[src/rtl/dmem_write_scoreboard.sv]
// Self-check monitor: scores data-memory writes against a programmable table of
// expected (address, data) entries and checks the ALU result at a programmed cycle limit.
module dmem_write_scoreboard #(
    parameter int DATA_W  = 32,
    parameter int ADDR_W  = 10,
    parameter int DEPTH   = 8,
    parameter int CYCLE_W = 16,
    parameter int CNT_W   = 8,
    parameter bit ORDERED = 1'b0
) (
    input  logic                     clock,
    input  logic                     reset,
    input  logic                     cfg_we,
    input  logic [$clog2(DEPTH)-1:0] cfg_idx,
    input  logic [ADDR_W-1:0]        cfg_addr,
    input  logic [DATA_W-1:0]        cfg_data,
    input  logic                     cfg_clear,
    input  logic [CYCLE_W-1:0]       max_cycles,
    input  logic [DATA_W-1:0]        final_expected,
    input  logic                     start,
    input  logic                     mon_we,
    input  logic [ADDR_W-1:0]        mon_addr,
    input  logic [DATA_W-1:0]        mon_wd,
    input  logic [DATA_W-1:0]        mon_alu,
    output logic [CYCLE_W-1:0]       cycle_count,
    output logic [CNT_W-1:0]         pass_count,
    output logic [CNT_W-1:0]         fail_count,
    output logic [CNT_W-1:0]         unexpected_count,
    output logic [CNT_W-1:0]         missing_count,
    output logic                     final_ok,
    output logic                     all_ok,
    output logic                     busy,
    output logic                     done
);
    localparam int IDX_W = $clog2(DEPTH);
    localparam int PTR_W = IDX_W + 1;

    typedef enum logic [1:0] {S_IDLE, S_RUN, S_CHECK, S_DONE} state_t;

    state_t             state_reg;
    logic [DEPTH-1:0]   valid_reg;
    logic [DEPTH-1:0]   hit_reg;
    logic [PTR_W-1:0]   ptr_reg;
    logic [ADDR_W-1:0]  addr_mem [DEPTH];
    logic [DATA_W-1:0]  data_mem [DEPTH];

    logic               cfg_ok;
    logic [DEPTH-1:0]   addr_hit_vec;
    logic [DEPTH-1:0]   avail_vec;
    logic [DEPTH-1:0]   sel_vec;
    logic               sel_found;
    logic [IDX_W-1:0]   sel_idx;
    logic               match_ok;
    logic [PTR_W-1:0]   pending_cnt;
    logic [CNT_W-1:0]   missing_next;

    assign cfg_ok = (state_reg == S_IDLE) || (state_reg == S_DONE);
    assign busy   = (state_reg == S_RUN) || (state_reg == S_CHECK);
    assign done   = (state_reg == S_DONE);

    // Per-entry candidates: address hit for unordered mode, valid-at-or-after-pointer for ordered mode.
    generate
        for (genvar gi = 0; gi < DEPTH; gi++) begin : g_entry
            localparam logic [PTR_W-1:0] ENTRY_IDX = PTR_W'(gi);
            assign addr_hit_vec[gi] = valid_reg[gi] && !hit_reg[gi] && (addr_mem[gi] == mon_addr);
            assign avail_vec[gi]    = valid_reg[gi] && (ENTRY_IDX >= ptr_reg);
        end
    endgenerate

    assign sel_vec = ORDERED ? avail_vec : addr_hit_vec;

    always_comb begin
        sel_found = 1'b0;
        sel_idx   = '0;
        for (int i = DEPTH - 1; i >= 0; i--) begin
            if (sel_vec[i]) begin
                sel_found = 1'b1;
                sel_idx   = IDX_W'(i);
            end
        end
    end

    assign match_ok = ORDERED ? ((addr_mem[sel_idx] == mon_addr) && (data_mem[sel_idx] == mon_wd))
                              : (data_mem[sel_idx] == mon_wd);

    always_comb begin
        pending_cnt = '0;
        for (int i = 0; i < DEPTH; i++) begin
            pending_cnt = pending_cnt + PTR_W'(valid_reg[i] & ~hit_reg[i]);
        end
    end

    assign missing_next = (32'(pending_cnt) > 32'((1 << CNT_W) - 1)) ? '1 : CNT_W'(pending_cnt);

    function automatic logic [CNT_W-1:0] sat_inc(input logic [CNT_W-1:0] v);
        return (&v) ? v : v + 1'b1;
    endfunction

    always_ff @(posedge clock) begin
        if (cfg_ok && cfg_we && !cfg_clear) begin
            addr_mem[cfg_idx] <= cfg_addr;
            data_mem[cfg_idx] <= cfg_data;
        end
    end

    always_ff @(posedge clock or posedge reset) begin
        if (reset) begin
            state_reg        <= S_IDLE;
            valid_reg        <= '0;
            hit_reg          <= '0;
            ptr_reg          <= '0;
            cycle_count      <= '0;
            pass_count       <= '0;
            fail_count       <= '0;
            unexpected_count <= '0;
            missing_count    <= '0;
            final_ok         <= 1'b0;
            all_ok           <= 1'b0;
        end else begin
            if (cfg_ok) begin
                if (cfg_clear)   valid_reg          <= '0;
                else if (cfg_we) valid_reg[cfg_idx] <= 1'b1;
            end
            case (state_reg)
                S_IDLE, S_DONE: begin
                    if (start) begin
                        state_reg        <= S_RUN;
                        hit_reg          <= '0;
                        ptr_reg          <= '0;
                        cycle_count      <= '0;
                        pass_count       <= '0;
                        fail_count       <= '0;
                        unexpected_count <= '0;
                        missing_count    <= '0;
                        final_ok         <= 1'b0;
                        all_ok           <= 1'b0;
                    end
                end
                S_RUN: begin
                    if (mon_we) begin
                        if (sel_found) begin
                            hit_reg[sel_idx] <= 1'b1;
                            if (match_ok) pass_count <= sat_inc(pass_count);
                            else          fail_count <= sat_inc(fail_count);
                            if (ORDERED)  ptr_reg    <= {1'b0, sel_idx} + 1'b1;
                        end else begin
                            unexpected_count <= sat_inc(unexpected_count);
                        end
                    end
                    if (cycle_count >= max_cycles) begin
                        final_ok  <= (mon_alu == final_expected);
                        state_reg <= S_CHECK;
                    end else begin
                        cycle_count <= cycle_count + 1'b1;
                    end
                end
                S_CHECK: begin
                    missing_count <= missing_next;
                    all_ok        <= final_ok && (fail_count == '0) && (unexpected_count == '0)
                                     && (missing_next == '0);
                    state_reg     <= S_DONE;
                end
                default: state_reg <= S_IDLE;
            endcase
        end
    end
endmodule

[config.mk]
export PLATFORM = sky130hd
export DESIGN_NAME = dmem_write_scoreboard
export DESIGN_NICKNAME = d
export VERILOG_FILES = /design/src/rtl/dmem_write_scoreboard.sv
export SDC_FILE = /design/constraint.sdc
export NUM_CORES = 1
export LEC_CHECK = 0
export CAP_MARGIN = 20
export CORE_MARGIN = 3
export CORE_UTILIZATION = 50
export DETAILED_ROUTE_END_ITERATION = 8
export PLACE_DENSITY_LB_ADDON = 0.25
export SYNTH_ARGS = -nofsm -noshare
export SYNTH_HDL_FRONTEND = slang
export SYNTH_SLANG_ARGS = --single-unit
[constraint.sdc]
create_clock -name clock -period 11.15 [get_ports clock]
set_input_delay 2.23 -clock clock [delete_from_list [all_inputs] [get_ports clock]]
set_output_delay 2.23 -clock clock [all_outputs]
set_load 0.02 [all_outputs]
==> impl_metrics.csv <==
group,metric,value,unit
placed_design,dpl-instance-area,21000,um2
clock_network,cts.repair.resized,0,
clock_network,cts_tree,"yes",
setup_path,cp_top_family,"simple AND/OR/NAND/NOR gates",
run,maxCapViolCount,0,
timing,fmax,128,MHz
cells_and_area,syn_to_final_growth,22.5,%
drt,drtAntennaViolNets,0,
clock_network,clock_latency,0.54,ns
floorplan,dieArea,38800,um2
timing,setup_viol_count_final,0,
setup_path,worstPathMaxFanout,27,
placed_design,hpwl,29700,um
global_routing,grt_overflow_total,0,
power_and_ir_drop,ir_worst_vdd,0.0810,mV
floorplan,rows,69,
yosys,netlist_top_cells_area,"edfxtp_1 55%, dfrtp_1 8.8%, mux2i_1 4.0%, xor2_1 3.9%, xnor2_1 2.8%",
setup_path,cp_cell_sequence,"clkdlybuf4s50_1 > xor2_1 > or4_4 > nor3_1 > a21boi_0 > o2bb2ai_4 > buf_4 > mux2_2 > o21ai_0 > nor3_1 > nand4b_1 > or4_4 > nor4_4 > a21boi_0 > mux2i_1",
drt,drc,0,
global_routing,grt_pass1_vias,12100,
global_routing,grt_max_degree,65,
timing,fin_skew,0.0206,ns
setup_path,crit_type,"primary input to register",
yosys,syn-cell-area,18300,um2
placed_design,port_buffers,220,
yosys,ys.warnings.count,0,
clock_network,root_buffer,"clkbuf_16",
clock_network,htree_num_levels,2,
cells_and_area,drive_above_1_share,0.0820,
floorplan,die_y,197,um
floorplan,pin_count,225,
timing,whs,0.488,ns
setup_path,cp.required,11.55,ns
timing,tightest_slew,1.03,ns
timing,tns,0,ns
drt,drtIter0Drc,1112,
drt,routedWlPerCell,21.9,um
run_status,status,"complete, no violations",
timing,fin_crit_sh,0.700,
yosys,syn_avg_cell_area,13.5,um2
clock_network,cts_buffers,41,
yosys,async_flop_share,0.160,
timing,rsz0062_at_grt,"false",
floorplan,initial_core_util,0.511,
floorplan,die_x,197,um
setup_path,arrival,8.20,ns
power_and_ir_drop,p_leak,0.00791,uW
yosys,netlist_instances,1351,
setup_path,critPathSlowestCell,"o2bb2ai_4",
yosys,seq_area_frac_synth,0.641,
yosys,synth_most_common_cell,"edfxtp_1",
timing,slew_viol_final,0,
yosys,yosys.area.top_type_share,0.553,
power_and_ir_drop,powerDensity,163,nW/um2
global_routing,antenna_found_initial,2,
cells_and_area,largest_register,"data_mem",
hold_path,hold_path_class,"register to register",
placed_design,place_ws,2.77,ns
clock_network,cts.reportedPaths.clkPinSlew,0.06,ns
drt,vias,12100,
yosys,synth-edff-count,336,
timing,finalCriticalPeriod,7.81,ns
yosys,yosys.area.top_type,"edfxtp_1",
clock_network,hold_buffers,0,
clock_network,clkSinkCount,400,
setup_path,critPathCaptureType,"register",
cells_and_area,fillers,2700,
yosys,ys_ff_latch,400,
setup_path,max_stage_delay,0.82,ns
floorplan,coreArea,35700,um2
timing,finalHoldViolCount,0,
drt,routed_wl,45400,um
drt,vias_per_cell,5.84,
timing,setup_ws,3.34,ns
clock_network,clockBufferDepth,3,
yosys,synth.distinct_cells,67,
drt,firstDrtPassIters,5,
cells_and_area,reg.largest.list,"data_mem x256, addr_mem x80, cycle_count x16",
cells_and_area,fin_area,22400,um2
yosys,synth_commonest_cells,"336 x edfxtp_1, 81 x xor2_1, 78 x nor2_1, 73 x mux2i_1, 64 x dfrtp_1",
yosys,ys.flop_type,"edfxtp_1",
setup_path,start_kind,"primary input",
global_routing,grt_pass1_wl,69600,um
cells_and_area,nets,1783,
timing,slew_headroom,0.309,
clock_network,post-cts-setup-buffer-count,0,
placed_design,gp_congestion,0.845,
cells_and_area,postLayoutCoreUtil,0.625,
cells_and_area,largest_register_ffs,256,
setup_path,cp_num_buf_inv,2,
global_routing,grt_usage,0.231,
==> power breakdown <==
part	switching [uW]	internal [uW]	total [uW]
Clock	564	802	1370
Combinational	352	208	559
Sequential	32.3	1680	1710
==> worst min-delay path: stages (launching register included) <==
cell     delay, ns
dfrtp_1       0.35
nand2_1       0.05
o21ai_0       0.06
==> worst paths after layout <==
path,start,endpoint,slack [ns],cells past startpoint
max,mon_addr[2],fail_count[0],3.34,15
max reg2reg,hit_reg[7],fail_count[0],5.38,14
min reg2reg,missing_count[3],missing_count[3],0.49,2
max in group asynchronous,reset,state_reg[0],8.33,3
min,missing_count[3],missing_count[3],0.49,2
min in group asynchronous,reset,unexpected_count[3],2.27,3
==> layout make-up <==
type / instances / area (um2) / area share
clock inverters: 24 / 225 / 0.0101
diodes: 1 / 2.50 / 0.000112
well taps: 461 / 577 / 0.0258
inverters: 37 / 139 / 0.00621
multi-input cells: 855 / 6190 / 0.277
clock buffers: 51 / 1140 / 0.0509
repair buffers: 242 / 2390 / 0.107
flip-flops and latches: 400 / 11700 / 0.523
==> per-layer routing <==
metal / up-vias / GRT usage / routed length, um
met5: - / 0 / 10
met4: 2 / 0.0626 / 920
met3: 65 / 0.0327 / 3000
met2: 459 / 0.371 / 21400
met1: 6008 / 0.335 / 20000
li1: 5557 / - / -
==> metrics by stage <==
stage / power (uW) / instances
after floorplan: 2070 / 1354
after detailed placement: 2300 / 1993
final: 3640 / 2071
after global routing: 3780 / 2070
after global placement: 2280 / 1992
after CTS: 3660 / 2068
==> cell usage in the layout (no fill, tap or decap), types with 29 or more instances in the layout <==
cell type	Yosys	routed
a21oi_1	29	29
clkbuf_16	0	44
clkdlybuf4s50_1	0	220
dfrtp_1	64	64
edfxtp_1	336	336
ha_1	29	29
inv_1	37	36
mux2i_1	73	73
nand2_1	61	61
nand3_1	41	40
nand4_1	29	29
nor2_1	78	71
o21ai_0	63	63
xnor2_1	59	59
xor2_1	81	81
==> cells by family (layout without fill, tap and decap cells) <==
family          count (synthesis)  count (layout)  share of synthesized area
fa+ha+maj                      33              33                     0.0243
buf+inv                        99             354                     0.0250
xor+xnor                      140             140                     0.0672
mux                            91              91                     0.0511
compound gates                247             247                     0.0939
simple gates                  340             340                     0.0978
other cells                     1               5                   0.000205
flops                         400             400                      0.641
(Power assumes the default switching activity.)
==> edit 1 (same flow settings) <==
The parameter `DATA_W` goes from 32 to 40.
--- a/src/rtl/dmem_write_scoreboard.sv
+++ b/src/rtl/dmem_write_scoreboard.sv
@@ -1,7 +1,7 @@
 // Self-check monitor: scores data-memory writes against a programmable table of
 // expected (address, data) entries and checks the ALU result at a programmed cycle limit.
 module dmem_write_scoreboard #(
-    parameter int DATA_W  = 32,
+    parameter int DATA_W  = 40,
     parameter int ADDR_W  = 10,
     parameter int DEPTH   = 8,
     parameter int CYCLE_W = 16,
Interface: changed (resized cfg_data, final_expected, mon_alu and mon_wd); port bits go from 225 to 257. The function was not compared with the original's and may differ.
==> edit 1 against the original RTL <==
Setup slack got worse by 0.36 ns; sequential cell count increased by 64; die area increased by 17%; area after synthesis increased by 18%; cell area increased by 17%; power increased by 13%; non-clock buffer count increased by 39; routed wire length increased by 39%; combinational power increased by 5.7%; critical path type unchanged.
==> edit 1: results (changes against the original RTL) <==
DP Wirelength -> 43000 um (was 29700 um)
Clock buffer count from CTS -> 47 (was 41)
Leakage power -> 9.00 nW (was 7.91 nW)
Placed Area -> 24600 sq um (was 21000 sq um)
Delay of the slowest cell on the worst path -> 0.76 ns (was 0.82 ns)
Post-synth EDFFs -> 400 (was 336)
Final net count -> 2160 (was 1783)
Outcome -> completed (unchanged)
Async SR Flop Fraction -> 0.138 (was 0.160)
Placer Congestion -> 0.929 (was 0.845)
Detailed router's first-iteration violation count -> 1726 (was 1112)
Worst slew pin tran -> 1.19 ns (was 1.03 ns)
Share of cells above drive strength 1 -> 0.0837 (was 0.0820)
GRT met3 Usage -> 0.0420 (was 0.0327)
Top Layer Used -> met4 (was met5)
Vias in the first global route -> 15057 (was 12095)
Synth cell types -> 94 (was 67)
M2 GR Usage -> 0.451 (was 0.371)
Slowest CP cell -> nor2_4 (was o2bb2ai_4)
Peak VDD IR -> 0.124 mV (was 0.0810 mV)
GRT Overall Usage -> 0.275 (was 0.231)
WL met1 -> 26200 um (was 20000 um)
Skew-Pair Late Insertion Delay -> 0.59 ns (was 0.54 ns)
Total length of routed wires -> 62900 um (was 45400 um)
Met3 WL -> 5100 um (was 3000 um)
Seq/Total Area, Yosys -> 0.634 (was 0.641)
WP data arrival -> 8.67 ns (was 8.20 ns)
Place WS -> 2.48 ns (was 2.77 ns)
[edit 1: cells by family (layout without fill, tap and decap cells)]
kind of cell | count (synthesis) | in the layout | share of synthesized area
and+or+nand+nor | 517 | 517 | 0.126
DFF | 464 | 464 | 0.634
AOI/OAI and AO/OA | 287 | 287 | 0.0937
xor gates and xnor gates | 150 | 150 | 0.0612
buffers and inverters | 120 | 425 | 0.0267
muxes | 80 | 80 | 0.0381
adders and majority gates | 33 | 33 | 0.0206
other | 1 | 5 | 0.000175
[edit 1: area by class of cell]
type | instances | area [sq um]
multi-input combinational | 1071 | 7370
clock inverter | 26 | 238
tap | 539 | 674
timing repair buffer | 281 | 2750
inverter | 57 | 214
fill | 3203 | 16100
sequential | 464 | 13600
antenna | 1 | 2.50
clock buffer | 61 | 1250
[edit 1: path summary, 6_finish.rpt]
| kind | from | endpoint | cells past startpoint |
|---|---|---|---|
| max | mon_addr[6] | pass_count[7] | 16 |
| min | hit_reg[7] | hit_reg[7] | 2 |
| max reg2reg | addr_mem[1][6] | pass_count[7] | 15 |
| min reg2reg | hit_reg[7] | hit_reg[7] | 2 |
| max in group asynchronous | reset | state_reg[1] | 3 |
| min in group asynchronous | reset | unexpected_count[5] | 3 |
[edit 1: metrics by stage]
| stage | std cells | power (mW) | hold slack, ns |
|---|---|---|---|
| floorplan | 1655 | 2.34 | 0.454 |
| global placement | 2411 | 2.58 | 0.466 |
| detailed placement | 2411 | 2.60 | 0.477 |
| CTS | 2498 | 4.12 | 0.494 |
| global route | 2500 | 4.26 | 0.514 |
| finish | 2500 | 4.10 | 0.492 |
[edit 1: power breakdown]
part | internal (mW) | switching (mW) | leakage, nW
registers | 1.95 | 0.0315 | 4.49
logic | 0.220 | 0.371 | 3.79
clock network | 0.867 | 0.664 | 0.732
total | 3.04 | 1.07 | 9.00
==> edit 2 (same flow settings) <==
Without the edit above. Make the reset (`reset`) synchronous in one clocked block.
--- a/src/rtl/dmem_write_scoreboard.sv
+++ b/src/rtl/dmem_write_scoreboard.sv
@@ -103,7 +103,7 @@
         end
     end
 
-    always_ff @(posedge clock or posedge reset) begin
+    always_ff @(posedge clock) begin
         if (reset) begin
             state_reg        <= S_IDLE;
             valid_reg        <= '0;
Check against the original RTL: differs if reset is asserted again (counterexample within 4 cycles, from zero or initial values and one cycle with reset high); with reset held inactive, the same outputs for 4 cycles.
==> edit 2 against the original RTL <==
Die area shrank 0.64%; highest routed layer unchanged; fmax decreased by 8.0%; power down 5.8%; routed wire length increased by 6.7%; via count rose by 2.8%; largest power group unchanged; combinational power shrank 26%; non-clock buffer count is 2 lower; cell area down 1.0%; sequential share of layout area is 0.92 points lower; register-to-register slack worse by 0.60 ns; sequential cell count unchanged; setup slack lost 0.68 ns; critical path depth rose by 1; area after synthesis down 0.66%.
==> edit 2: results (changes against the original RTL) <==
Outcome -> completed (unchanged)
Share of cells above drive strength 1 -> 0.0726 (was 0.0820)
Detailed router's first-iteration violation count -> 952 (was 1112)
Placed Cells -> 2014 (was 1993)
Post-CTS Setup Repair Bufs -> 0 (unchanged)
Pre-antenna DRT Iters -> 6 (was 5)
Initial antenna violation count -> 2 (unchanged)
Slowest CP cell -> clkdlybuf4s50_1 (was o2bb2ai_4)
GRT Overall Usage -> 0.244 (was 0.231)
Avg Cell Area, Syn -> 13.2 sq um (was 13.5 sq um)
Peak VDD IR -> 0.129 mV (was 0.0810 mV)
Final net count -> 1803 (was 1783)
Hold Path Class -> register to register (unchanged)
Clock buffer count from CTS -> 41 (unchanged)
WP data arrival -> 8.95 ns (was 8.20 ns)
Filler cell count -> 2741 (was 2700)
Critical path startpoint -> mon_addr[0] (was mon_addr[2])
Slew Limit Headroom -> 0.309 (about the same)
DP Wirelength -> 32400 um (was 29700 um)
Post-CTS resize count -> 0 (unchanged)
Yosys Warn Count -> 0 (unchanged)
Skew-Pair Late Insertion Delay -> 0.55 ns
Leakage power -> 7.37 nW (was 7.91 nW)
Diode count -> 0 (was 1)
Drt wl/cell -> 23.2 um (was 21.9 um)
Area contributors post-synth -> edfxtp_1 (56%), dfxtp_1 (7.1%), mux2i_1 (4.6%) (was edfxtp_1 (55%), dfrtp_1 (8.8%), mux2i_1 (4.0%))
Antenna viol nets, final -> 0 (unchanged)
Worst r2r src -> addr_mem[0][0] (was hit_reg[7])
Async SR Flop Fraction -> 0 (was 0.160)
Delay of the slowest cell on the worst path -> 0.78 ns (was 0.82 ns)
Placer Congestion -> 0.891 (was 0.845)
Synth cell types -> 77 (was 67)
Hold path start -> valid_reg[6] (was missing_count[3])
H-tree depth -> 2 (unchanged)
Seq/Total Area, Yosys -> 0.627 (was 0.641)
Place WS -> 2.22 ns (was 2.77 ns)
First-pass GRT wire length -> 72100 um (was 69600 um)
Input/output buffers -> 220 (unchanged)
Post-synth EDFFs -> 336 (unchanged)
Worst hold stages -> 1 (was 2)
Total number of vias -> 12428 (was 12091)
Setup Skew -> 0.0184 ns (was 0.0206 ns)
Clk pin slew, worst setup/hold paths -> 0.06 ns (about the same)
Largest registers -> data_mem x256, addr_mem x80, cycle_count x16 (unchanged)
Clock Path Buffers -> 3 (unchanged)
Worst Path Max Fanout -> 28 (was 27)
Total length of routed wires -> 48400 um (was 45400 um)
Top post-synthesis cells by count -> edfxtp_1 (336), xnor2_1 (89), mux2i_1 (83), nand2_1 (70), inv_1 (65) (was edfxtp_1 (336), xor2_1 (81), nor2_1 (78), mux2i_1 (73), dfrtp_1 (64))
Root Buffer -> clkbuf_16 (unchanged)
Worst Reg-to-Reg Cells -> 15 (was 14)
Largest net degree at the start of global routing -> 55 (was 65)
Placed Area -> 20800 sq um (was 21000 sq um)
## edit 2: cell types whose count changed after synthesis, moves of 15 or more
cell / unedited run / this run
xor2_1: 81 / 46
o221ai_1: 23 / 3
dfxtp_1: 0 / 64
a21oi_1: 29 / 47
a22oi_1: 6 / 27
nor2_1: 78 / 62
dfrtp_1: 64 / 0
a211oi_1: 8 / 27
o21ai_0: 63 / 15
inv_1: 37 / 65
xnor2_1: 59 / 89
nand2b_1: 22 / 7
## edit 2: cells by family (layout without fill, tap and decap cells)
| logic type | count (synthesis) | in the layout | share of synthesized area |
|---|---|---|---|
| AO/OA/AOI/OAI | 238 | 238 | 0.0961 |
| XOR/XNOR | 135 | 135 | 0.0652 |
| adder cells (fa/ha/maj) | 33 | 33 | 0.0244 |
| buffers and inverters | 123 | 377 | 0.0312 |
| flip-flops | 400 | 400 | 0.627 |
| multiplexers | 100 | 100 | 0.0564 |
| other | 1 | 4 | 0.000207 |
| AND/OR/NAND/NOR | 339 | 339 | 0.0992 |
## edit 2: metal layers
layer / global-route usage / share of wire / vias up
met2: 0.408 / 0.47 / 568
met4: 0.0713 / 0.026 / 4
met5: 0 / 0.00054 / -
met3: 0.0444 / 0.085 / 96
li1: - / - / 5681
met1: 0.331 / 0.41 / 6079
## edit 2: final timing paths
kind | to | slack [ns]
worst max register to register | pass_count[3] | 4.78
worst min-delay path | valid_reg[6] | 0.46
worst max-delay path | pass_count[3] | 2.67
worst min register to register | valid_reg[6] | 0.46
## edit 2: report_power, final
| part | switching, mW | internal [mW] | leakage [nW] |
|---|---|---|---|
| clock network | 0.560 | 0.775 | 0.632 |
| registers | 0.0193 | 1.66 | 3.55 |
| logic | 0.257 | 0.153 | 3.19 |
## edit 2: final cells by class
type	instances	area, sq um	area share
multi-input combinational	849	6280	0.284
clock buffer	45	1050	0.0475
clock inverter	27	254	0.0115
timing repair buffer	240	2350	0.106
sequential	400	11400	0.514
tap	461	577	0.0261
inverter	65	244	0.0110
